## src/rtl/stream_pkg.sv

```systemverilog
// Shared definitions for the stream_* blocks: FSM encoding and default widths.
package stream_pkg;

    localparam int DEF_DATA_WD = 4;

    // Code 2'd3 is never entered; the skid slice decodes it back to ST_EMPTY.
    typedef enum logic [1:0] {
        ST_EMPTY = 2'd0,
        ST_BUSY  = 2'd1,
        ST_FULL  = 2'd2
    } skid_st_e;

endpackage

```

## src/rtl/stream_pkt_cnt.sv

```systemverilog
// Wrapping packet counter with increment enable; shared by slice/join/fork blocks.
module stream_pkt_cnt #(
    parameter int CNT_WD = 8
) (
    input  logic              clk,
    input  logic              rstn,
    input  logic              inc,
    output logic [CNT_WD-1:0] cnt
);

    always_ff @(posedge clk or negedge rstn) begin
        if (!rstn)
            cnt <= '0;
        else if (inc)
            cnt <= cnt + CNT_WD'(1);
    end

endmodule

```

## src/rtl/stream_skid_slice.sv

```systemverilog
// Two-entry registered skid buffer: re-times c_* onto d_* with no combinational
// path between the two sides, carrying a last flag and counting packets out.
module stream_skid_slice
    import stream_pkg::*;
#(
    parameter int DATA_WD = DEF_DATA_WD,
    parameter int CNT_WD  = 8
) (
    input  logic               clk,
    input  logic               rstn,
    input  logic [DATA_WD-1:0] c_data,
    input  logic               c_last,
    input  logic               c_valid,
    output logic               c_ready,
    output logic [DATA_WD-1:0] d_data,
    output logic               d_last,
    output logic               d_valid,
    input  logic               d_ready,
    output logic [CNT_WD-1:0]  pkt_cnt
);

    skid_st_e           state, state_nxt;
    logic [DATA_WD-1:0] m_data, s_data;
    logic               m_last, s_last;
    logic               c_ready_q, d_valid_q;
    logic               c_fire, d_fire;
    logic               ld_main_c, ld_main_s, ld_skid;

    assign c_fire = c_valid & c_ready_q;
    assign d_fire = d_valid_q & d_ready;

    always_comb begin
        state_nxt = state;
        ld_main_c = 1'b0;
        ld_main_s = 1'b0;
        ld_skid   = 1'b0;
        case (state)
            ST_EMPTY: begin
                if (c_fire) begin
                    state_nxt = ST_BUSY;
                    ld_main_c = 1'b1;
                end
            end
            ST_BUSY: begin
                case ({c_fire, d_fire})
                    2'b10: begin
                        state_nxt = ST_FULL;
                        ld_skid   = 1'b1;
                    end
                    2'b11:   ld_main_c = 1'b1;
                    2'b01:   state_nxt = ST_EMPTY;
                    default: state_nxt = ST_BUSY;
                endcase
            end
            // c_ready is low here, so only the drain of main can happen.
            ST_FULL: begin
                if (d_fire) begin
                    state_nxt = ST_BUSY;
                    ld_main_s = 1'b1;
                end
            end
            default: state_nxt = ST_EMPTY;
        endcase
    end

    always_ff @(posedge clk or negedge rstn) begin
        if (!rstn) begin
            state     <= ST_EMPTY;
            c_ready_q <= 1'b0;
            d_valid_q <= 1'b0;
            m_data    <= '0;
            m_last    <= 1'b0;
            s_data    <= '0;
            s_last    <= 1'b0;
        end else begin
            state     <= state_nxt;
            c_ready_q <= (state_nxt != ST_FULL);
            d_valid_q <= (state_nxt != ST_EMPTY);
            if (ld_main_c) begin
                m_data <= c_data;
                m_last <= c_last;
            end else if (ld_main_s) begin
                m_data <= s_data;
                m_last <= s_last;
            end
            if (ld_skid) begin
                s_data <= c_data;
                s_last <= c_last;
            end
        end
    end

    assign c_ready = c_ready_q;
    assign d_valid = d_valid_q;
    assign d_data  = m_data;
    assign d_last  = m_last;

    stream_pkt_cnt #(.CNT_WD(CNT_WD)) u_pkt_cnt (
        .clk  (clk),
        .rstn (rstn),
        .inc  (d_fire & m_last),
        .cnt  (pkt_cnt)
    );

endmodule

```

## config.mk

```make
export PLATFORM = sky130hd
export DESIGN_NAME = stream_skid_slice
export DESIGN_NICKNAME = d
export VERILOG_FILES = /design/src/rtl/stream_pkg.sv /design/src/rtl/stream_pkt_cnt.sv /design/src/rtl/stream_skid_slice.sv
export SDC_FILE = /design/constraint.sdc
export NUM_CORES = 1
export LEC_CHECK = 0
export CAP_MARGIN = 0
export CORE_MARGIN = 5
export CORE_UTILIZATION = 50
export CTS_CLUSTER_SIZE = 24
export DETAILED_ROUTE_END_ITERATION = 8
export PLACE_DENSITY = 0.85
export SLEW_MARGIN = 10
export SYNTH_ARGS = -nofsm -noshare
export SYNTH_HDL_FRONTEND = slang
export SYNTH_SLANG_ARGS = --single-unit
```

## constraint.sdc

```tcl
create_clock -name clk -period 2.1 [get_ports clk]
set_input_delay 0.42 -clock clk [delete_from_list [all_inputs] [get_ports clk]]
set_output_delay 0.42 -clock clk [all_outputs]
set_load 0.01 [all_outputs]
```

# == Yosys cells after proc, flatten, opt, wreduce, memory -nomap -nowiden ==
# Cells that the tools add are included.
# word_totals
ff_bits,22
inputBits,9
out_inout_bits,15
wordCells,36
# classes
addsub,1
eq_ne,6
mux,15
bitwise,3
n_reduce_logical,3
# ops
op,n
$pmux 2 s3,2
$add 8x1->8 const B,1
$mux 1,8
$mux 4,2
$eq 2x2->1 const B,3
$eq 2x1->1 const B,2
$mux 2,2
$reduce_bool 2->1,2
$and 1x1->1,3
$logic_not 2->1,1
$ne 2x2->1 const B,1
$pmux 1 s2,1

# == Logic depth before layout (Yosys ltp) ==
# logic_depth
word_depth,5
ltp_mapped,4
mapped_depth_nobuf,4

# == Modules after synthesis ==
# From an unflattened synthesis, not the netlist that was laid out.
# unflattened
cells_unflattened,73
area_unflattened_um2,972.2
# modules_own_cells
module,n_inst,cells_per_inst,area_each_um2,seq_area_each_um2
stream_skid_slice,1,47,634.4,350.3
stream_pkt_cnt,1,26,337.8,200.2

# == Worst setup path before layout ==
# No wires, ideal clock.
# synth_timing
path_type,register -> register
start,"register d_valid_q, in the netlist d_valid"
end,register s_data[0]
setup_time_ns,0.125
arrival_ns,1.326
required_ns,1.975
path_slack_ns,0.649
stages_incl_launch_ff,4
n_path_buf,0
period_less_slack_ns,1.451
cell_sequence,dfrtp_1 -> a21bo_4 -> nor3_4 -> mux2_2
# synth_via
elab_chain_len,4
# synth_rtl
item,line_no,source
"start, declared",stream_skid_slice.sv:25,"logic c_ready_q, d_valid_q;"
"start signal, assigned",stream_skid_slice.sv:78,d_valid_q <= (state_nxt != ST_EMPTY);
$and 1x1->1,stream_skid_slice.sv:30,assign d_fire = d_valid_q & d_ready;
$eq 2x2->1,stream_skid_slice.sv:45,"case ({c_fire, d_fire})"
$mux 1,stream_skid_slice.sv:45,
$mux 1,stream_skid_slice.sv:37,case (state)
"end signal, assigned",stream_skid_slice.sv:87,s_data <= c_data;
"end, declared",stream_skid_slice.sv:23,"logic [DATA_WD-1:0] m_data, s_data;"
# No other way between the ends.
# A chain may end at the register's enable or synchronous reset.

# == Worst setup path after layout ==
# layout_timing
start,register u_pkt_cnt.cnt[3]
end,output port pkt_cnt[3]
# layout_lines
item,line_no,source
"start, declared",stream_pkt_cnt.sv:8,output logic [CNT_WD-1:0] cnt
"start signal, assigned",stream_pkt_cnt.sv:15,cnt <= cnt + CNT_WD'(1);
"end, declared",stream_skid_slice.sv:19,output logic [CNT_WD-1:0] pkt_cnt
# No word-level cell between the ends.

==> reports/results.tsv <==
stage	metric	value	unit
outcome	status	completed	
timing	final worst path period share	83.69	%
final_layout	layout net count	114	
final_layout	commonest cells after routing, fill and taps aside	clkdlybuf4s50_1 (23), dfrtp_1 (22), mux2_2 (6)	
clock_tree	post-CTS setup buffers	0	
pwr	P_sw	0.0005396	W
timing	max_slew headroom	59.80	%
routing	drt wl/cell	14.56	um
routing	DRT iter0 DRCs	21	
routing	Via density	5.441	
final_layout	commonest non-fill, non-tap cell in the layout	clkdlybuf4s50_1	
yosys	Yosys warnings	0	
clock_tree	clk sinks	22	
timing	Slew Limit Fails	0	
place	post-DP HPWL	1380	um
place	PortBufs	23	
critical_path	CP Max Fanout	6	
pwr	PwrDens	1287	nW/um^2
floorplanning	Initial Utilization	54.11	%
place	dpl ws	0.07997	ns
timing	hold_ws	0.4496	ns
routing	Antenna Nets Post-Route	0	
yosys	sequential area share after synthesis	57.67	%
yosys	Area contributors post-synth	dfrtp_1 (58%), mux2_2 (7.1%), a221o_1 (5.2%)	
place	routability cong.	0.7398	
final_layout	layout cells sized above 1	15.69	%
critical_path	worst r2r src	d_valid	
yosys	share of the synthesized area in the top cell type	57.67	%
critical_path	Worst Path Buf+Inv	1	
final_layout	design area	1254	um^2
pwr	internal power	0.001074	W
clock_tree	CTS tree	built	
clock_tree	post_cts resized	0	
critical_path	CP max-delay cell	clkdlybuf4s50_1	
floorplanning	Rows	15	
floorplanning	die height	53.70	um
yosys	Avg Inst Size Synth	12.90	um^2
clock_tree	htree depth	1	
routing	drt drc	0	
critical_path	CP Class	reg2out	
grt	antenna violations before repair	0	
yosys	synthesis-stage register bit count	22	
yosys	Cell Area, Synth	954.7	um^2
clock_tree	CTS Buf Count	3	
yosys	largest area contributor in the netlist	dfrtp_1	
critical_path	worst endpoint required time	1.68	ns
place	dpl cell area	1231	um^2
clock_tree	clock-pin slew on the worst setup and hold paths	0.11	ns
clock_tree	count of hold buffers inserted by post-cts repair	0	
timing	Peak Freq	0.5690	GHz
run	maxcap violations	0	
critical_path	kind of end point of the critical path	primary output	
timing	endpoints failing setup	0	
timing	Setup WS post-layout	0.3426	ns
yosys	post-synthesis net count	84	
critical_path	Worst Setup SP	u_pkt_cnt.cnt[3]	
yosys	distinct cell type count after synthesis	24	
grt	total gr overflow	0	
grt	first-pass GRT wire length	3243	um
critical_path	max incr delay on CP	0.58	ns
clock_tree	clk_lat worst skew	0.30	ns
pwr	Final Total Pwr	0.001613	W
timing	RSZ-0062 raised after global routing	no	
grt	Overall Global Routing Usage	15.97	%
pwr	sw frac	33.45	%
floorplanning	core area	1764	um^2
pwr	LEAKAGE	0.5479	nW
timing	Least-Margin Pin Slew	0.6017	ns
timing	Final min period	1.757	ns
pwr	Combinational Power Share	42.0	%
clock_tree	clk root buf	clkbuf_4	
critical_path	CP top delay family	buffers and inverters	
critical_path	CP Cell Sequence	clkdlybuf4s50_1	
critical_path	Data arrival, critical path	1.34	ns
yosys	post-synthesis instance total	74	
grt	vias in the first global route	706	
clock_tree	Longest Clk Path Bufs	2	
floorplanning	die area	2883	um^2
critical_path	Setup crit start kind	register	
pwr	sequential power share	46.3	%
floorplanning	io pins	24	
timing	hold violation count in the final report	0	
final_layout	antenna diode count	0	
timing	clk_skew	0.0006230	ns
worst_hold_path	Tightest Hold Check Type	in2async	
timing	Setup TNS Final	0	ns
floorplanning	die width	53.70	um
grt	maximum number of pins on one net before global-route repair	23	
pwr	VDD IR max	0.7243	mV
pwr	clock network fraction of total power	11.7	%
final_layout	synthesis-to-layout area growth	31.32	%
routing	Detailed Route WL	1849	um
routing	first drt pass iteration count	4	
routing	vias	691	
area by class of cell:
type	count	area [um^2]
clock buffer	3	22.52
tap	25	31.28
multi-input combinational	51	400.4
fill	132	510.5
sequential	22	550.5
inverter	1	3.754
timing repair buffer	25	245.2
sequential cells by signal (all words and copies together), names as in the netlist:
name and count:
c_ready 1, d_data 4, d_last 1, d_valid 1, s_data 4, s_last 1
state 2, u_pkt_cnt.cnt 8
routing by layer:
metal	routed length [um]	global-route usage (%)	part of all wire [%]
met3	141	4.709	7.6
met1	830	20.11	45
met4	36	6.383	1.9
met2	841	25.60	45
met5	0	0	0
Yosys cell counts:
master   count
a21bo_4      1
a21o_2       1
a21oi_1      2
a221o_1      5
a41oi_1      1
and2_1       5
and3_1       2
and4_1       1
and4b_2      1
dfrtp_1     22
ha_1         1
inv_1        1
mux2_2       6
nand2_1      3
nand3_1      5
nand4_1      2
nor2_1       2
nor3_1       2
nor3_4       1
nor3b_1      1
o21ai_0      1
or2_2        1
xnor2_1      3
xor2_1       4
final timing paths:
| path | to | slack, ns | cells past startpoint |
|---|---|---|---|
| max in group asynchronous | u_pkt_cnt.cnt[0] | 1.44 | 2 |
| min | d_valid | 0.45 | 2 |
| min reg2reg | u_pkt_cnt.cnt[7] | 0.48 | 1 |
| max reg2reg | s_last | 0.57 | 3 |
| min in group clk | u_pkt_cnt.cnt[7] | 0.48 | 1 |
| max | pkt_cnt[3] | 0.34 | 1 |
metrics by stage:
step           instances  utilization [%]
2_1_floorplan         74                -
3_3_place_gp         124            69.79
3_5_place_dp         124            69.79
4_1_cts              127            71.06
5_1_grt              127            71.06
6_report             127            71.06
power groups by stage:
stage	clock network [W]	registers [W]	logic, W
final	0.000188	0.000747	0.000678
after global routing	0.000204	0.000776	0.000748
after CTS	0.000187	0.000747	0.000691
after detailed placement	0	0.000750	0.000685
after global placement	0	0.000746	0.000665
after floorplan	0	0.000770	0.000338
kinds of logic (layout without fill, tap and decap cells):
logic type	Yosys count	count (layout)	synth area share [%]
compound gates	11	11	10.35
xor+xnor	7	7	6.422
fa+ha+maj	1	1	1.310
buf+inv	1	29	0.3928
flops	22	22	57.67
mux	6	6	7.077
simple gates	26	26	16.78
(Power assumes the default switching activity.)
